<file path="src/rtl/conv_unit.sv">
// rtl/conv_unit.sv - fp16 convolution unit: bias plus N-element dot product, one MAC per clock
module conv_unit #(
  parameter int data_width    = 16,
  parameter int input_channel = 2,
  parameter int weight_length = 3,
  parameter int weight_width  = 3
) (
  input  logic                                                          clk,
  input  logic                                                          rst_n,
  input  logic                                                          conv_en,
  input  logic [0:input_channel*weight_length*weight_width*data_width-1] image,
  input  logic [0:input_channel*weight_length*weight_width*data_width-1] weight,
  input  logic [15:0]                                                   bias,
  output logic [15:0]                                                   result,
  output logic                                                          cu_out_valid
);

  localparam int N  = input_channel * weight_length * weight_width;
  localparam int VW = N * data_width;
  localparam int IW = (N > 1) ? $clog2(N) : 1;

  typedef enum logic {IDLE, RUN} state_t;

  state_t          state, next_state;
  logic [IW-1:0]   idx;
  logic [15:0]     acc;
  logic [0:VW-1]   img_q, w_q;
  logic [15:0]     img_e, w_e, prod, sum;
  logic            last;

  function automatic logic [15:0] fp16_mul(input logic [15:0] a, input logic [15:0] b);
    logic              s, nan_a, nan_b, inf_a, inf_b, zero_a, zero_b;
    logic [21:0]       p;
    logic signed [7:0] e;
    logic [10:0]       m;
    logic              g, st;
    logic [11:0]       mr;
    logic [15:0]       r;
    s      = a[15] ^ b[15];
    nan_a  = (&a[14:10]) && (|a[9:0]);
    nan_b  = (&b[14:10]) && (|b[9:0]);
    inf_a  = (&a[14:10]) && !(|a[9:0]);
    inf_b  = (&b[14:10]) && !(|b[9:0]);
    zero_a = (a[14:10] == 5'd0);
    zero_b = (b[14:10] == 5'd0);
    p = {11'd0, 1'b1, a[9:0]} * {11'd0, 1'b1, b[9:0]};
    e = $signed({3'b0, a[14:10]}) + $signed({3'b0, b[14:10]}) - 8'sd15;
    if (p[21]) begin
      m  = p[21:11];
      g  = p[10];
      st = |p[9:0];
      e  = e + 8'sd1;
    end else begin
      m  = p[20:10];
      g  = p[9];
      st = |p[8:0];
    end
    mr = {1'b0, m} + {11'd0, g & (st | m[0])};
    if (mr[11]) begin
      mr = mr >> 1;
      e  = e + 8'sd1;
    end
    if (nan_a || nan_b || (inf_a && zero_b) || (inf_b && zero_a))
      r = 16'h7E00;
    else if (inf_a || inf_b)
      r = {s, 5'h1F, 10'h000};
    else if (zero_a || zero_b)
      r = {s, 15'h0000};
    else if (e >= 8'sd31)
      r = {s, 5'h1F, 10'h000};
    else if (e <= 8'sd0)
      r = {s, 15'h0000};
    else
      r = {s, e[4:0], mr[9:0]};
    return r;
  endfunction

  function automatic logic [15:0] fp16_add(input logic [15:0] a, input logic [15:0] b);
    logic              nan_a, nan_b, inf_a, inf_b, zero_a, zero_b;
    logic [15:0]       x, y, r;
    logic [4:0]        d;
    logic [13:0]       mx, my, sh, n;
    logic [14:0]       s15;
    logic signed [7:0] e;
    logic              st, found, g, s2;
    logic [3:0]        lz;
    logic [11:0]       mr;
    nan_a  = (&a[14:10]) && (|a[9:0]);
    nan_b  = (&b[14:10]) && (|b[9:0]);
    inf_a  = (&a[14:10]) && !(|a[9:0]);
    inf_b  = (&b[14:10]) && !(|b[9:0]);
    zero_a = (a[14:10] == 5'd0);
    zero_b = (b[14:10] == 5'd0);
    // x is the larger magnitude operand so the aligned difference is never negative
    if (a[14:0] >= b[14:0]) begin
      x = a;
      y = b;
    end else begin
      x = b;
      y = a;
    end
    d  = x[14:10] - y[14:10];
    mx = {1'b1, x[9:0], 3'b000};
    my = {1'b1, y[9:0], 3'b000};
    sh = my >> d;
    st = |(my & ~(14'h3FFF << d));
    sh[0] = sh[0] | st;
    e  = $signed({3'b0, x[14:10]});
    if (x[15] == y[15]) begin
      s15 = {1'b0, mx} + {1'b0, sh};
      if (s15[14]) begin
        n    = s15[14:1];
        n[0] = n[0] | s15[0];
        e    = e + 8'sd1;
      end else begin
        n = s15[13:0];
      end
    end else begin
      s15 = {1'b0, mx} - {1'b0, sh};
      n   = s15[13:0];
    end
    lz    = 4'd0;
    found = 1'b0;
    for (int i = 13; i >= 0; i--) begin
      if (!found && n[i]) begin
        lz    = 4'(13 - i);
        found = 1'b1;
      end
    end
    n  = n << lz;
    e  = e - $signed({4'b0, lz});
    g  = n[2];
    s2 = |n[1:0];
    mr = {1'b0, n[13:3]} + {11'd0, g & (s2 | n[3])};
    if (mr[11]) begin
      mr = mr >> 1;
      e  = e + 8'sd1;
    end
    if (nan_a || nan_b || (inf_a && inf_b && (a[15] != b[15])))
      r = 16'h7E00;
    else if (inf_a)
      r = {a[15], 5'h1F, 10'h000};
    else if (inf_b)
      r = {b[15], 5'h1F, 10'h000};
    else if (zero_a && zero_b)
      r = (a[15] && b[15]) ? 16'h8000 : 16'h0000;
    else if (zero_a)
      r = b;
    else if (zero_b)
      r = a;
    else if (n == 14'd0)
      r = 16'h0000;
    else if (e >= 8'sd31)
      r = {x[15], 5'h1F, 10'h000};
    else if (e <= 8'sd0)
      r = {x[15], 15'h0000};
    else
      r = {x[15], e[4:0], mr[9:0]};
    return r;
  endfunction

  assign img_e = img_q[int'(idx)*data_width +: 16];
  assign w_e   = w_q[int'(idx)*data_width +: 16];
  assign prod  = fp16_mul(img_e, w_e);
  assign sum   = fp16_add(acc, prod);

  always_ff @(posedge clk or negedge rst_n) begin
    if (!rst_n) state <= IDLE;
    else        state <= next_state;
  end

  always_comb begin
    next_state = state;
    last       = 1'b0;
    case (state)
      IDLE: if (conv_en) next_state = RUN;
      RUN: begin
        if (idx == IW'(N - 1)) begin
          last       = 1'b1;
          next_state = IDLE;
        end
      end
      default: next_state = IDLE;
    endcase
  end

  always_ff @(posedge clk or negedge rst_n) begin
    if (!rst_n) begin
      idx          <= '0;
      acc          <= 16'h0000;
      img_q        <= '0;
      w_q          <= '0;
      result       <= 16'h0000;
      cu_out_valid <= 1'b0;
    end else begin
      cu_out_valid <= last;
      case (state)
        IDLE: begin
          if (conv_en) begin
            img_q <= image;
            w_q   <= weight;
            acc   <= bias;
            idx   <= '0;
          end
        end
        RUN: begin
          acc <= sum;
          if (last) begin
            result <= sum;
            idx    <= '0;
          end else begin
            idx <= idx + 1'b1;
          end
        end
        default: idx <= '0;
      endcase
    end
  end

endmodule

</file>
<file path="config.mk">
export PLATFORM = sky130hd
export DESIGN_NAME = conv_unit
export DESIGN_NICKNAME = d
export VERILOG_FILES = /design/src/rtl/conv_unit.sv
export SDC_FILE = /design/constraint.sdc
export NUM_CORES = 2
export LEC_CHECK = 0
export CAP_MARGIN = 15
export CORE_ASPECT_RATIO = 0.75
export CORE_MARGIN = 2
export CORE_UTILIZATION = 56
export CTS_CLUSTER_SIZE = 20
export DETAILED_ROUTE_END_ITERATION = 7
export HOLD_SLACK_MARGIN = 0.12
export PLACE_DENSITY = 0.89
export SYNTH_ARGS = -nofsm -noshare
export SYNTH_HDL_FRONTEND = slang
export SYNTH_SLANG_ARGS = --single-unit
</file>
<file path="constraint.sdc">
create_clock -name clk -period 25.7 [get_ports clk]
set_input_delay 3.855 -clock clk [delete_from_list [all_inputs] [get_ports clk]]
set_output_delay 3.855 -clock clk [all_outputs]
set_load 0.01 [all_outputs]
</file>
After elaboration in Yosys (flattened, before gate mapping)
Cells that the tools add are included.
{"block": "word_totals", "reg_bits": 615, "output_inout_bits": 17, "elab_cells": 181}
{"block": "classes", "add_sub_neg": 13, "n_mul": 1, "order_cmp": 5, "n_eq_ne": 4, "n_shift": 5, "muxes": 65, "n_bitwise": 11, "n_reduce_logical": 70}
{"op": "$shiftx A288 B32 Y289", "count": 2}
{"op": "$mux W16", "count": 12}
{"op": "$mux W15", "count": 6}
{"op": "$reduce_or A10 Y1", "count": 5}
{"op": "$mux W4", "count": 12}
{"op": "$not A9 Y32", "count": 1}
{"op": "$pmux W16 S2", "count": 1}
{"op": "$mux W14", "count": 2}
{"op": "$logic_and A1 B1 Y1", "count": 27}
{"op": "$add A11 B1 Y12", "count": 2}
{"op": "$mux W8", "count": 3}
{"op": "$mul A11 B11 Y22", "count": 1}
{"op": "$logic_not A5 Y1", "count": 4}
{"op": "$mux W1", "count": 20}
{"op": "$mux W10", "count": 2}
{"op": "$reduce_and A5 Y1", "count": 4}
{"op": "$logic_not A1 Y1", "count": 17}
{"op": "$add A8 B2 Y8 const B", "count": 2}
{"op": "$ge A8 B6 Y1 const B", "count": 2}
{"op": "$le A8 B1 Y1 const B", "count": 2}
{"op": "$add A14 B14 Y15", "count": 1}
{"op": "$ge A15 B15 Y1", "count": 1}
{"op": "$and A14 B14 Y14", "count": 1}
{"op": "$logic_not A14 Y1", "count": 1}
{"op": "30 further kinds", "count": 43}

Logic depth before layout (Yosys ltp)
{"block": "depth", "word_depth": 84, "depth_mapped": 111}

Least setup slack after synthesis
No wires, ideal clock.
{"block": "synth_timing", "kind": "register to register", "from": "register idx[2]", "to": "register result[8]", "t_arrival_ps": 20850, "setup_slack_ps": 4740, "stages_incl_launch_ff": 99, "synth_period_minus_slack_ps": 20960, "cell_sequence": "dfrtp_1 -> buf_1 -> clkbuf_1 -> clkbuf_1 -> clkbuf_1 -> mux2_2 -> a21oi_1 -> nor2_1 -> fa_1 -> inv_1 -> fa_1 -> inv_1 -> fa_1 -> fa_1 -> inv_1 -> fa_1 -> inv_1 -> ha_1 -> [63 not listed] -> a211oi_1 -> o211ai_2 -> nand2_2 -> inv_2 -> buf_2 -> buf_2 -> fa_1 -> a21o_1 -> a21oi_1 -> xor2_1 -> nand2_1 -> nor2_1 -> nand4_1 -> o21ai_1 -> o211ai_2 -> or2_4 -> o31a_1 -> o41ai_1"}
{"block": "synth_between", "elab_chain_len": 82, "elab_cells_between_ends": 154}
{"element": "start, declared", "line_no": "25", "text": "logic [IW-1:0] idx;"}
{"element": "start signal, assigned", "line_no": "212", "text": "idx <= idx + 1'b1;"}
{"element": "$not A9 Y32 (not written as such)", "line_no": "162, 163"}
{"element": "$shiftx A288 B32 Y289, on equally long branches", "line_no": "162, 163"}
{"element": "$mul A11 B11 Y22", "line_no": "46", "text": "p = {11'd0, 1'b1, a[9:0]} * {11'd0, 1'b1, b[9:0]};"}
{"element": "$reduce_or A10 Y1 / $reduce_or A9 Y1 (equally long branches)", "line_no": "51, 56"}
{"element": "$mux W1", "line_no": "48", "text": "if (p[21]) begin"}
{"element": "$or A1 B1 Y1", "line_no": "58", "text": "mr = {1'b0, m} + {11'd0, g & (st | m[0])};"}
{"element": "$and A1 B1 Y1", "line_no": "58"}
{"element": "$add A11 B1 Y12", "line_no": "58"}
{"element": "[66 not listed]"}
{"element": "$mux W15", "line_no": "153", "text": "else if (e >= 8'sd31)"}
{"element": "$mux W16", "line_no": "151", "text": "else if (n == 14'd0)"}
{"element": "$mux W16", "line_no": "149", "text": "else if (zero_b)"}
{"element": "$mux W16", "line_no": "147", "text": "else if (zero_a)"}
{"element": "$mux W16", "line_no": "145", "text": "else if (zero_a && zero_b)"}
{"element": "$mux W16", "line_no": "143", "text": "else if (inf_b)"}
{"element": "$mux W16", "line_no": "141", "text": "else if (inf_a)"}
{"element": "$mux W16", "line_no": "139", "text": "if (nan_a || nan_b || (inf_a && inf_b && (a[15] != b[15])))"}
{"element": "end signal, assigned", "line_no": "209", "text": "result <= sum;"}
{"element": "end, declared", "line_no": "14", "text": "output logic [15:0] result,"}
Several ways; a longest one is shown, not always the timed one.
A chain may end at the register's enable or synchronous reset.

Worst setup path in the final report
{"block": "layout_timing", "from": "register idx[1]", "to": "register result[8]"}
Same word-level chain as after synthesis.

==> key figures <==
GRT
  – Total GRT Usage: 39.5%
  – Vias in the first global route: 33900
  – First-pass GRT wire length: 219000 um
  – GRT Residual Overflow: 0
  – Largest net degree at the start of global routing: 191
  – Initial antenna violation count: 73

Clock tree
  – H-tree depth: 2
  – Clock slew at reported path FFs: 0.07 ns
  – Root Driver: clkbuf_16
  – CTS tree: yes
  – Clk_lat worst skew: 0.70 ns
  – Clk sinks: 615
  – Clk buf depth: 3
  – TritonCTS Buffers: 58

STA
  – RSZ-0062 raised after global routing: no
  – Setup-failing EPs final: 0
  – Fin crit period: 24.09 ns
  – Setup TNS: 0 ns
  – Clock skew: 0.0531 ns
  – F_max: 0.0415 GHz
  – Slew headroom: 14.3%
  – Max-slew violations: 0
  – Worst-Margin Slew: 1.28 ns
  – Final period utilization: 93.7%
  – Final hold violation count: 0

Layout
  – Final nets: 4815
  – Final Core Density: 69.7%
  – Most frequent cells in the layout: 612 x dfrtp_1, 610 x clkdlybuf4s50_1, 595 x mux2_2, 233 x nor2_1, 195 x nand2_1
  – Fillcell total: 4722
  – Area growth, synth to finish: 22.9%
  – Commonest non-fill, non-tap cell in the layout: dfrtp_1
  – Share of layout cells above drive strength 1: 23.7%

Floorplan
  – Die area: 0.0733 mm2
  – Core box area: 0.0702 mm2
  – Io pins: 612
  – Chip width: 312 um
  – DIE HEIGHT: 235 um
  – Cell Rows: 84
  – Initial Util: 56.7%

Routing
  – Antenna viol nets, final: 0
  – Pre-antenna DRT Iters: 8
  – # DRC: 0
  – Drt total wl: 151000 um
  – DR vias: 34100
  – Vias per inst: 6.70
  – DRT iter0 DRCs: 4407
  – Routed wire per std cell: 29.6 um

Worst setup path
  – RR Endpoint: result[8]
  – Slowest stage delay, CP: 1.05 ns
  – R2R depth: 92
  – Crit path DAT: 24.62 ns
  – R2R Setup Slk: 1.61 ns
  – Required time of the critical path: 26.23 ns
  – Slowest stage cell, crit path: dfrtp_4
  – Worst setup SP type: register
  – Most used cell along the critical path: nor2_1
  – Crit end category: register
  – CP max FO: 55
  – Worst flop-to-flop path startpoint: idx[1]
  – Setup CP Type: register to register

Yosys
  – Post-synth EDFFs: 0
  – Flops & latches, synth: 615
  – Syn Std Cell Area: 0.0398 mm2
  – Top FF cell, synth: dfrtp_1
  – Synth unique cells: 114
  – Sequential area share after synthesis: 38.6%
  – Synthesized area per cell: 11.4 um2
  – Synth Net Count: 4304
  – Async set or reset register ratio after synthesis: 100%
  – Mapped Cells: 3509
  – Yosys warns: 0

Placed design
  – Post-detail-place hpwl: 106000 um
  – RePlAce Congestion: 1.01
  – Port bufs: 611

Job
  – Max-cap violations: 0

Min path
  – Hold path startpoint: result[4]
  – Hold Path Depth: 2
  – Hold Path Class: register to register
  – Hold EP: result[4]

Run status
  – Status: finished, final reports clean
[how the worst max path moves through the flow]
| stage | from | endpoint | cells after the start |
|---|---|---|---|
| 2_1_floorplan | idx[2] | result[8] | 98 |
| 3_3_place_gp | idx[0] | result[11] | 91 |
| 3_5_place_dp | idx[0] | result[8] | 91 |
| 4_1_cts | idx[1] | result[8] | 92 |
| 5_1_grt | idx[0] | result[11] | 91 |
| 6_report | idx[1] | result[8] | 92 |
[Yosys cell counts, types with 29 or more instances]
cell type | number | area (um2)
a211oi_1 | 40 | 300
a21o_1 | 30 | 225
a21oi_1 | 124 | 621
buf_2 | 29 | 145
clkbuf_1 | 153 | 574
dfrtp_1 | 615 | 15400
fa_1 | 83 | 1660
ha_1 | 117 | 1460
inv_1 | 189 | 709
mux2_2 | 595 | 6700
mux2i_1 | 123 | 1230
mux4_2 | 134 | 3020
nand2_1 | 195 | 732
nand3_1 | 45 | 225
nor2_1 | 233 | 875
nor3_1 | 57 | 285
o21ai_0 | 99 | 495
o22ai_1 | 39 | 244
xnor2_1 | 42 | 368
[state kept, by name (all words and copies together) (netlist names)]
signal,cells
acc,16
img_q,288
idx,5
state,1
w_q,288
cu_out_valid,1
result,16
[critical path, delay by kind of cell (launching register included)]
family                     cells  cell delay [ns]
DFF                            1             1.05
xor gates and xnor gates       3             0.68
AOI/OAI and AO/OA             37             8.66
buffers and inverters         11             1.87
and+or+nand+nor               26             6.15
adders and majority gates     12             4.83
muxes                          3             0.64
[per-layer routing]
layer	vias to the layer above	global-route usage (%)	share of wire, %	wire [um]
li1	14100	-	-	-
met1	16900	52.4	37	56400
met2	2504	58.7	44	65700
met3	671	11.1	12	17700
met4	12	22.1	7.2	10800
met5	-	0.130	0.098	147
[per-stage QoR]
stage	instances	area (um2)	hold slack, ns	setup slack (ns)
after floorplan	3509	39800	0.475	4.74
after global placement	4904	46700	0.460	2.59
after detailed placement	4904	46700	0.466	2.00
after CTS	5012	48700	0.482	1.91
after global routing	5080	48900	0.494	0.171
final	5089	49000	0.485	1.61
[cell type report]
class | instances | area, um2 | area share [%]
multi-input combinational | 2492 | 22900 | 46.7
sequential | 615 | 15400 | 31.5
clock buffer | 80 | 1670 | 3.42
inverter | 192 | 721 | 1.47
clock inverter | 28 | 384 | 0.785
tap | 946 | 1180 | 2.42
antenna | 75 | 188 | 0.383
timing repair buffer | 661 | 6550 | 13.4
[kinds of logic after synthesis]
| group | Yosys count | share of synthesized area (%) |
|---|---|---|
| xor+xnor | 63 | 1.40 |
| buf+inv | 402 | 4.06 |
| flops | 615 | 38.6 |
| mux | 856 | 27.6 |
| compound gates | 628 | 11.4 |
| simple gates | 745 | 9.05 |
| fa+ha+maj | 200 | 7.85 |
[what timing repair did]
action	CTS	global route
setup endpoints to repair	0	30
gates resized for setup	0	3
hold buffers	0	0
setup buffers	0	0
Power is not shown: default switching activity piles up to over one toggle a cycle in this logic, so the estimate is an artifact.
